<file path="config.mk">
export PLATFORM = sky130hd
export DESIGN_NAME = ring_seq_ctrl
export DESIGN_NICKNAME = d
export VERILOG_FILES = /design/src/rtl/ring_pkg.sv /design/src/rtl/ring_shadow.sv /design/src/rtl/ring_seq_ctrl.sv
export SDC_FILE = /design/constraint.sdc
export NUM_CORES = 1
export LEC_CHECK = 0
export ABC_AREA = 0
export ABC_CLOCK_PERIOD_IN_PS = 3400
export CORE_MARGIN = 3
export CORE_UTILIZATION = 49
export DETAILED_ROUTE_END_ITERATION = 10
export GPL_TIMING_DRIVEN = 0
export PLACE_DENSITY_LB_ADDON = 0.05
export REMOVE_ABC_BUFFERS = 1
export SLEW_MARGIN = 10
export SYNTH_ARGS = -nofsm -noshare
export SYNTH_HDL_FRONTEND = slang
export SYNTH_SLANG_ARGS = --single-unit
</file>
<file path="constraint.sdc">
create_clock -name clk -period 3.4 [get_ports clk]
set_input_delay 1.02 -clock clk [delete_from_list [all_inputs] [get_ports clk]]
set_output_delay 1.02 -clock clk [all_outputs]
set_load 0.02 [all_outputs]
</file>
<file path="src/rtl/ring_pkg.sv">
// Shared definitions for ring-counter control blocks: state encoding, select codes
// and a single-step rotate helper usable for any ring width up to RING_MAX_W-1.
package ring_pkg;

  localparam int RING_MAX_W = 64;

  typedef enum logic [2:0] {
    ST_IDLE  = 3'd0,
    ST_LOAD  = 3'd1,
    ST_RUN   = 3'd2,
    ST_PAUSE = 3'd3,
    ST_DONE  = 3'd4
  } ring_state_t;

  localparam logic SEL_LOAD = 1'b0;
  localparam logic SEL_ROT  = 1'b1;

  // Rotate the low w bits of pattern by one place; dir=1 rotates left, dir=0 right.
  function automatic logic [RING_MAX_W-1:0] rot1(input logic [RING_MAX_W-1:0] pattern,
                                                 input int w, input logic dir);
    logic [RING_MAX_W-1:0] r;
    int src;
    r = '0;
    for (int i = 0; i < RING_MAX_W; i++) begin
      if (i < w) begin
        if (dir) src = (i == 0) ? (w - 1) : (i - 1);
        else     src = (i == w - 1) ? 0 : (i + 1);
        r[i] = pattern[src];
      end
    end
    return r;
  endfunction

endpackage

</file>
<file path="src/rtl/ring_shadow.sv">
// Shadow copy of a ring counter: parallel load, single-step rotate, or hold.
// Synchronous active-low reset returns it to RESET_PAT.
module ring_shadow
  import ring_pkg::*;
#(
  parameter int          W         = 4,
  parameter logic [W-1:0] RESET_PAT = 4'b0001,
  parameter bit          ROT_LEFT  = 1'b0
) (
  input  logic         clk,
  input  logic         reset,
  input  logic         load,
  input  logic         rot,
  input  logic [W-1:0] din,
  output logic [W-1:0] q
);

  logic [RING_MAX_W-1:0] ext;
  logic [RING_MAX_W-1:0] rext;
  logic                  unused_hi;

  always_comb begin
    ext        = '0;
    ext[W-1:0] = q;
    rext       = rot1(ext, W, ROT_LEFT);
  end

  assign unused_hi = ^rext[RING_MAX_W-1:W];

  always_ff @(posedge clk) begin
    if (!reset)    q <= RESET_PAT;
    else if (load) q <= din;
    else if (rot)  q <= rext[W-1:0];
  end

endmodule

</file>
<file path="src/rtl/ring_seq_ctrl.sv">
// Sequencer for a W-bit ring counter: load seed, rotate `steps` times, pause/abort, pulse done.
// Optional counter-vs-shadow checking is built when RING_CHECK_EN is defined.
module ring_seq_ctrl
  import ring_pkg::*;
#(
  parameter int           W         = 4,
  parameter int           CNT_W     = 8,
  parameter logic [W-1:0] RESET_PAT = 4'b0001,
  parameter bit           ROT_LEFT  = 1'b0
) (
  input  logic             clk,
  input  logic             reset,
  input  logic             start,
  input  logic [W-1:0]     seed,
  input  logic [CNT_W-1:0] steps,
  input  logic             pause,
  input  logic             abort,
  input  logic [W-1:0]     ring_Y,
  output logic             ring_sel,
  output logic [W-1:0]     ring_I,
  output logic             busy,
  output logic             done,
  output logic [W-1:0]     shadow,
  output logic             mismatch
);

  ring_state_t      state, nxt;
  logic [W-1:0]     seed_q;
  logic [CNT_W-1:0] remaining;
  logic             accept;

  assign accept = (state == ST_IDLE) && start && !abort;

  always_ff @(posedge clk) begin
    if (!reset) begin
      state     <= ST_IDLE;
      remaining <= '0;
    end else begin
      state <= nxt;
      if (accept)               remaining <= steps;
      else if (state == ST_RUN) remaining <= remaining - 1'b1;
    end
  end

  always_ff @(posedge clk) begin
    if (accept) seed_q <= seed;
  end

  // abort outranks completion, completion outranks pause
  always_comb begin
    nxt = state;
    case (state)
      ST_IDLE:  if (accept) nxt = ST_LOAD;
      ST_LOAD: begin
        if (abort)                nxt = ST_IDLE;
        else if (remaining == '0) nxt = ST_DONE;
        else if (pause)           nxt = ST_PAUSE;
        else                      nxt = ST_RUN;
      end
      ST_RUN: begin
        if (abort)                      nxt = ST_IDLE;
        else if (remaining == CNT_W'(1)) nxt = ST_DONE;
        else if (pause)                 nxt = ST_PAUSE;
        else                            nxt = ST_RUN;
      end
      ST_PAUSE: begin
        if (abort)       nxt = ST_IDLE;
        else if (!pause) nxt = ST_RUN;
      end
      ST_DONE:  nxt = ST_IDLE;
      default:  nxt = ST_IDLE;
    endcase
  end

  always_comb begin
    ring_sel = SEL_LOAD;
    ring_I   = shadow;
    busy     = 1'b0;
    done     = 1'b0;
    case (state)
      ST_LOAD: begin
        ring_I = seed_q;
        busy   = 1'b1;
      end
      ST_RUN: begin
        ring_sel = SEL_ROT;
        busy     = 1'b1;
      end
      ST_PAUSE: busy = 1'b1;
      ST_DONE:  done = 1'b1;
      default:  ;
    endcase
  end

  // The counter rotates whenever RUN drives SEL_ROT, including an aborting edge,
  // so the shadow follows it there too.
  ring_shadow #(
    .W        (W),
    .RESET_PAT(RESET_PAT),
    .ROT_LEFT (ROT_LEFT)
  ) u_shadow (
    .clk  (clk),
    .reset(reset),
    .load (state == ST_LOAD),
    .rot  (state == ST_RUN),
    .din  (seed_q),
    .q    (shadow)
  );

`ifdef RING_CHECK_EN
  logic chk_en;

  // The counter is not reset, so its value is unknown for the first cycle after reset.
  always_ff @(posedge clk) begin
    if (!reset) begin
      chk_en   <= 1'b0;
      mismatch <= 1'b0;
    end else begin
      chk_en <= 1'b1;
      if (accept)                           mismatch <= 1'b0;
      else if (chk_en && (ring_Y != shadow)) mismatch <= 1'b1;
    end
  end
`else
  logic unused_ring_y;
  assign unused_ring_y = ^ring_Y;
  assign mismatch      = 1'b0;
`endif

endmodule

</file>
==> results of run 1 <==
==> metrics by stage <==
| stage | cells | cell area (um^2) |
|---|---|---|
| 6_report | 170 | 1341 |
| 5_1_grt | 170 | 1341 |
| 4_1_cts | 170 | 1341 |
| 3_5_place_dp | 166 | 1315 |
| 3_3_place_gp | 166 | 1315 |
| 2_1_floorplan | 112 | 1011 |
==> routing by layer <==
metal | global-route usage (%) | up-vias
li1 | - | 475
met1 | 22.34 | 448
met2 | 28.31 | 36
met3 | 2.817 | 4
met4 | 7.660 | 0
met5 | 0 | -
==> final timing paths <==
path	to	slack, ns	start
min reg2reg	remaining[6]$_SDFFE_PN0P_	0.48	remaining[6]$_SDFFE_PN0P_
max	ring_I[2]	0.12	state[0]$_SDFFE_PN0P_
max reg2reg	remaining[5]$_SDFFE_PN0P_	1.66	state[1]$_SDFFE_PN0P_
min	remaining[6]$_SDFFE_PN0P_	0.48	remaining[6]$_SDFFE_PN0P_
==> placed cells by master, fill, tap and decap left out, types with 2 or more instances in the layout <==
| cell | count |
|---|---|
| nor2_1 | 9 |
| o21ai_0 | 3 |
| mux2_2 | 3 |
| clkdlybuf4s50_1 | 27 |
| nand4_1 | 2 |
| clkbuf_4 | 3 |
| o2bb2ai_1 | 2 |
| ha_1 | 3 |
| a22oi_1 | 6 |
| a21boi_1 | 6 |
| dfxtp_1 | 15 |
| a21oi_1 | 8 |
| xor2_1 | 2 |
| nor3_1 | 2 |
| inv_1 | 8 |
| nand2_1 | 10 |
| o31ai_1 | 3 |
| nand3_1 | 6 |
| edfxtp_1 | 4 |
==> flip-flops by register name, indices dropped and copies added, names as in the netlist <==
name / count
remaining: 8
state: 3
u_shadow.q: 4
seed_q: 4
==> power groups by stage <==
stage / sequential, W / combinational (W) / clock [W]
after CTS: 0.000253 / 0.000108 / 0.000119
final: 0.000253 / 0.000108 / 0.000116
after global routing: 0.000255 / 0.000118 / 0.000126
after global placement: 0.000258 / 0.000105 / 0
after floorplan: 0.000259 / 0.0000591 / 0
after detailed placement: 0.000258 / 0.000107 / 0
==> cells by family after synthesis <==
group | synth area share (%)
compound gates | 21.58
xor+xnor | 1.624
fa+ha+maj | 3.481
buf+inv | 10.21
flops | 38.98
mux | 3.132
other cells | 0.3477
simple gates | 20.65
==> worst min-delay path: stages (launching register included) <==
cell and delay, ns:
dfxtp_1 0.33, nand2_1 0.06, o2bb2ai_1 0.05
==> layout make-up <==
type | instances | area share (%)
Clock buffer | 4 | 1.959
Inverter | 10 | 3.172
Multi-Input combinational cell | 83 | 40.86
Sequential cell | 19 | 31.34
Tap cell | 27 | 2.519
Timing Repair Buffer | 27 | 20.15
==> metrics.md, run 1 <==
| Metric | Value |
|---|---|
| Post-CTS sizing | `0` |
| Vias | `963` |
| Port Buffers | `27` |
| Routed length per placed instance | `13.19 um` |
| Diode count | `0` |
| Peak VDD IR | `0.0002833 V` |
| Startpoint Class | `flip-flop` |
| Min-Delay Path Depth | `2` |
| Commonest register cell after synthesis | `dfxtp_1` |
| Gr usage total | `between 15 and 20%` |
| Synth top area share | `between 20% and 30%` |
| Nets@finish | `around 170` |
| Maximum clock rate | `around 310 MHz` |
| # clock sinks | `19` |
| Avg Cell Area, Syn | `between 9 and 10 um^2` |
| Logic pwr share | `a little under a quarter` |
| Skew final | `around 0.006 ns` |
| Sequential share of the synthesized area | `approximately two fifths` |
| EDFF count, synth | `4` |
| Cell taking the most area after synthesis | `dfxtp_1` |
| Hpwl dp | `about 1600 um` |
| Power share of the clock group | `24.3%` |
| Core Area | `a little over 2000 um^2` |
| CTS tree | `built` |
| CP peak stage delay | `around 0.57 ns` |
| Post-Syn Instances | `around 120` |
| # Max-Cap Violations | `0` |
| YS warnings | `0` |
| Worst skew pair latency | `~0.3 ns` |
| CP Max Fanout | `10` |
| DRT iter0 DRCs | `29` |
| Filler cells | `170` |
| Postcts setup bufs | `0` |
| Synth async-reset ratio | `0%` |
| Tightest Pin Transition | `0.6102 ns` |
| Metal-1 WL | `1059 um` |
| Critical path depth | `3` |
| Critical-path cell list | `nor3b_2 -> mux2_2 -> clkdlybuf4s50_1` |
| Met2 wire length | `between 1000 and 1500 um` |
| Pint | `roughly 0.00034 W` |
| Hold Path Class | `flip-flop to flip-flop` |
| Most frequent cell after synthesis | `dfxtp_1` |
| CTS clock-pin slew for the worst setup and hold paths | `0.11 ns` |
| Switch Pwr | `0.0001351 W` |
| LEAKAGE | `about 0.49 nW` |
| TritonRoute pass-1 iters | `4` |
| Max transition margin | `59.14%` |
| CP max-delay cell | `nor3b_2` |
| Residual DRC count | `0` |
| Synth top cells by count | `15 x dfxtp_1, 10 x nand2_1, 9 x nor2_1` |
| Worst Path Arrival | `2.26 ns` |
| Seq. cell area | `around 420 um^2` |
| Cells on worst reg2reg path | `5` |
| Cell Pwr Density | `355.5 nW/um^2` |
| Die width | `52.92 um` |
| DIE HEIGHT | `52.92 um` |
| WHS | `0.4760 ns` |
| Switching share of power | `between 20 and 30%` |
| Synthesized flop and latch total | `19` |
| Worst path top cell family by delay | `simple AND/OR/NAND/NOR gates` |
| Final Wtd Congestion | `slightly above 0.8` |
| Root buffer cell | `clkbuf_4` |
| Reg power frac | `between 50 and 60%` |
| Setup tns final | `0 ns` |
| Crit end category | `output port` |
| Largest net degree at the start of global routing | `16` |
| Initial Util | `53.34%` |
| Global-route wire length before repair | `3601 um` |
| H-tree depth | `1` |
| Period utilization | `just under 100%` |
| # IOs | `33` |
| WP data required | `2.38 ns` |
| Row Count | `16` |
| RSZ-0062 raised after global routing | `false` |
| Power after layout | `0.0004768 W` |
| Tmin final | `between 3 and 4 ns` |
| Hold Buf Count CTS | `0` |
| Initial antenna violation count | `0` |
| Status | `finished clean` |
| Vias/cell | `between 5 and 6` |
| Dpl ws | `roughly 0.49 ns` |
| WL final | `approximately 2200 um` |
| Final Hold Fails | `0` |
| Routed wl met3 | `128 um` |
| Share of post-route cells with drive strength above 1 | `a little under a tenth` |
| Post-route ant nets | `0` |
| CTS Buf Count | `3` |
| Synth area leaders | `dfxtp_1 28%, edfxtp_1 11%, buf_6 5.2%, a21boi_1 4.2%, a22oi_1 4.2%` |
| Die ar. | `approximately 2800 um^2` |
| Crit path buffers/inverters | `1` |
| Synthesized area | `between 1000 and 1500 um^2` |
| Area growth, synth to finish | `24.36%` |
| Post-route setup slack | `0.1215 ns` |
| Max layer used | `met4` |
| Fin util | `about 66%` |
| Max Transition Viols Final | `0` |
| Synth unique cells | `40` |
| Clock Tree Buf Depth | `2` |
| Multi-input gate area | `roughly 550 um^2` |
| Setup violations, final | `0` |
| CP Class | `flip-flop to output port` |
| Vias in the first global route | `829` |
| Total gr overflow | `0` |
No activity file was read; power rests on OpenSTA's default activity.
==> run 2, diff against run 1 <==
- ABC_AREA: 0 -> 1
- PLACE_DENSITY_LB_ADDON: 0.05 -> 0.12
==> run 2 against run 1 <==
Largest cell class unchanged. Cell area up 2.6%. Flip-flop and latch count unchanged. First-iteration DRC count shrank 14%. Critical endpoint is now ring_I[0]. Highest routed layer unchanged. Critical path type unchanged.
==> metrics.md, run 2 <==
| Metric | Value |
|---|---|
| Most common cell after layout, fill and taps aside | `nand2_1` |
| Synth top area share | `27.94% (+0.097 points)` |
| Tightest Pin Transition | `0.6223 ns (+0.01206 ns)` |
| Filler cells | `168 (-1.2%)` |
| Initial Util | `53.16% (-0.19 points)` |
| Period utilization | `91.60% (-4.8 points)` |
| CP max-delay cell | `clkdlybuf4s50_1` |
| Clock Tree Buf Depth | `2 (unchanged)` |
| Synth top cells by count | `43 x nand2_1, 15 x dfxtp_1, 15 x inv_1` |
| Simple-gate share of the synthesized area | `33.41% (+13 points)` |
| Biggest register | `remaining` |
| XOR/XNOR Fraction of Synth Area | `0.8149% (-0.81 points)` |
| Sequential share of the synthesized area | `39.12% (+0.14 points)` |
| Commonest register cell after synthesis | `dfxtp_1` |
| Die width | `52.84 um (-0.15%)` |
| Seq. cell area | `420.4 um^2 (unchanged)` |
| LEAKAGE | `0.5707 nW (+16%)` |
| Nets@finish | `204 (+21%)` |
| Most frequent cells in the layout | `43 x nand2_1, 27 x clkdlybuf4s50_1, 15 x inv_1, 15 x dfxtp_1, 13 x nor2_1` |
| Synthesized area | `1075 um^2 (-0.35%)` |
| Synthesized flop and latch total | `19 (unchanged)` |
| Crit-path most repeated cell | `nand2_1` |
| Hold Buf Count CTS | `0 (unchanged)` |
| Post-route setup slack | `0.2857 ns (+0.1643 ns)` |
| Worst Path Arrival | `2.09 ns (-0.17 ns)` |
| Most frequent cell after synthesis | `nand2_1` |
| Post-CTS sizing | `0 (unchanged)` |
| Final Wtd Congestion | `0.9029 (+8.6%)` |
| CP peak stage delay | `0.61 ns (+0.04 ns)` |
| # Max-Cap Violations | `0 (unchanged)` |
| Fin util | `68.07% (+1.7 points)` |
| Post-synthesis mux area share | `0% (-3.1 points)` |
| CP Class | `flip-flop to output port` |
| Startpoint Class | `flip-flop` |
| Hpwl dp | `1794 um (+9.1%)` |
| Global-route wire length before repair | `4153 um (+15%)` |
| Synth area leaders | `dfxtp_1 28%, nand2_1 15%, edfxtp_1 11%, inv_1 5.2%, nand3_1 4.7%` |
| Multi-input gate area | `534.3 um^2 (-2.5%)` |
| Gr usage total | `19.69% (+2.3 points)` |
| Vias/cell | `5.049 (-11%)` |
| CTS Buf Count | `3 (unchanged)` |
| Final Hold Fails | `0 (unchanged)` |
| Hold Path Class | `flip-flop to flip-flop` |
| YS warnings | `0 (unchanged)` |
| # IOs | `33 (unchanged)` |
| Port Buffers | `27 (unchanged)` |
| Worst skew pair latency | `0.30 ns (about the same)` |
| Post-Synth Adder-Cell Area | `3.492% (+0.012 points)` |
| Largest net degree at the start of global routing | `17 (+1)` |
| CTS tree | `built` |
| Tmin final | `3.114 ns (-0.1643 ns)` |
| Diode count | `0 (unchanged)` |
| Core Area | `2022 um^2 (unchanged)` |
| Share of post-route cells with drive strength above 1 | `9.497% (+0.41 points)` |
| CTS clock-pin slew for the worst setup and hold paths | `0.11 ns (about the same)` |
| Crit path to | `ring_I[0]` |
| Root buffer cell | `clkbuf_4` |
| TritonRoute pass-1 iters | `4 (unchanged)` |
| RSZ-0062 raised after global routing | `false` |
| Synth unique cells | `29 (-28%)` |
| WP data required | `2.38 ns (about the same)` |
| HP Start | `remaining[4]$_SDFFE_PN0P_` |
| H-tree depth | `1 (unchanged)` |
| # clock sinks | `19 (unchanged)` |
| Cell Pwr Density | `432.2 nW/um^2 (+22%)` |
| CP Max Fanout | `7 (-3)` |
| Largest register FFs | `8 (unchanged)` |
| Peak VDD IR | `0.0003443 V (+22%)` |
| Routed length per placed instance | `11.60 um (-12%)` |
| Post-Syn Instances | `152 (+28%)` |
| Vias | `1040 (+8.0%)` |
| Fin cells | `206 (+21%)` |
| Top Registers | `remaining (8), seed_q (4), u_shadow.q (4)` |
| Initial antenna violation count | `0 (unchanged)` |
| Cells on worst reg2reg path | `8 (+3)` |
| Cell taking the most area after synthesis | `dfxtp_1` |
| CP startpoint | `state[0]$_SDFFE_PN0P_` |
| DRT iter0 DRCs | `25 (-14%)` |
| Dpl ws | `0.6177 ns (+0.1257 ns)` |
| Setup tns final | `0 ns (unchanged)` |
| Crit end category | `output port` |
| Post-route ant nets | `0 (unchanged)` |
| Status | `finished clean` |
| Worst reg2reg path endpoint | `remaining[7]$_SDFFE_PN0P_` |
| Area growth, synth to finish | `28.06%` |
| Vias in the first global route | `1002 (+21%)` |
| Postcts setup bufs | `0 (unchanged)` |
| R2r startpoint | `state[1]$_SDFFE_PN0P_` |
| Max Transition Viols Final | `0 (unchanged)` |
| Avg Cell Area, Syn | `7.071 um^2 (-22%)` |
| R2R setup slack | `1.71 ns (+0.05 ns)` |
| Residual DRC count | `0 (unchanged)` |
| Largest family of logic cells by synthesized area | `simple AND/OR/NAND/NOR gates` |
| Maximum clock rate | `321.1 MHz (+5.3%)` |
| DIE HEIGHT | `52.84 um (-0.15%)` |
| Row Count | `16 (unchanged)` |
| Cells after DPL | `202 (+22%)` |
| Setup violations, final | `0 (unchanged)` |
| WL final | `2389 um (+6.5%)` |
| Total gr overflow | `0 (unchanged)` |
| Synth Area in Compound Gates | `11.64% (-9.9 points)` |
| EDFF count, synth | `4 (unchanged)` |
| Die ar. | `2792 um^2 (-0.30%)` |
| Skew final | `0.004405 ns (-0.001763 ns)` |
| Max transition margin | `58.38% (-0.76 points)` |
| Critical-path cell list | `inv_2 -> nor3_2 -> nand2_1 -> nand2_1 -> clkdlybuf4s50_1` |
| Synth async-reset ratio | `0% (unchanged)` |
-- run 2: cell count changes in the layout (fill, tap and decap cells not counted), moves of 3 or more --
| cell | delta |
|---|---|
| inv_1 | +7 |
| o21ai_1 | +3 |
| a31oi_1 | +5 |
| a22oi_1 | -5 |
| nor2_1 | +4 |
| mux2_2 | -3 |
| nand3_1 | +4 |
| inv_2 | +8 |
| nand4_1 | +5 |
| o31ai_1 | -3 |
| a21boi_1 | -6 |
| nand2_1 | +33 |
-- run 2: through the flow --
step	hold slack, ns	cell area [um^2]	power, W
floorplan	0.4529	1045	0.0004013
global placement	0.4669	1349	0.0004759
detailed placement	0.4755	1349	0.0004823
CTS	0.4990	1376	0.0006008
global route	0.5462	1376	0.0006377
finish	0.4915	1376	0.0005948
-- run 2: power breakdown --
| part | internal, W | switching, W | total (W) |
|---|---|---|---|
| Clock | 0.0000439 | 0.0000733 | 0.000117 |
| Sequential | 0.000251 | 0.0000163 | 0.000267 |
| Combinational | 0.0000889 | 0.000122 | 0.000211 |
| Total | 0.000383 | 0.000211 | 0.000595 |
-- run 2: how the worst min path moves through the flow --
stage,to,slack (ns),cells past startpoint
5_1_grt,u_shadow.q[2]$_SDFFE_PN0P_,0.55,2
3_5_place_dp,remaining[4]$_SDFFE_PN0P_,0.48,2
6_report,remaining[4]$_SDFFE_PN0P_,0.49,2
2_1_floorplan,remaining[7]$_SDFFE_PN0P_,0.45,2
3_3_place_gp,remaining[7]$_SDFFE_PN0P_,0.47,2
4_1_cts,remaining[4]$_SDFFE_PN0P_,0.50,2
-- run 2: logic make-up after synthesis --
| kind of cell | count (synthesis) |
|---|---|
| AND/OR/NAND/NOR | 79 |
| buffers and inverters | 28 |
| AO/OA/AOI/OAI | 21 |
| flip-flops | 19 |
| adder cells (fa/ha/maj) | 3 |
| XOR/XNOR | 1 |
| other | 1 |
-- run 2: layout make-up --
cell class                      count  area share (%)
Multi-Input combinational cell    105           38.82
Sequential cell                    19           30.55
Timing Repair Buffer               27           19.64
Inverter                           24           6.545
Tap cell                           27           2.455
Clock buffer                        3           1.636
Clock inverter                      1          0.3636
-- run 2: critical path, delay by kind of cell (launching register included) --
kind	cells	cell delay, ns
buffers and inverters	2	0.67
AND/OR/NAND/NOR	3	0.65
flip-flops	1	0.47
-- run 2: per-layer routing --
| layer | vias up | part of all wire, % | global-route usage (%) |
|---|---|---|---|
| li1 | 551 | - | - |
| met1 | 457 | 46 | 26.48 |
| met2 | 28 | 47 | 28.93 |
| met3 | 4 | 5.6 | 4.843 |
| met4 | 0 | 1.6 | 9.787 |
| met5 | - | 0 | 0 |
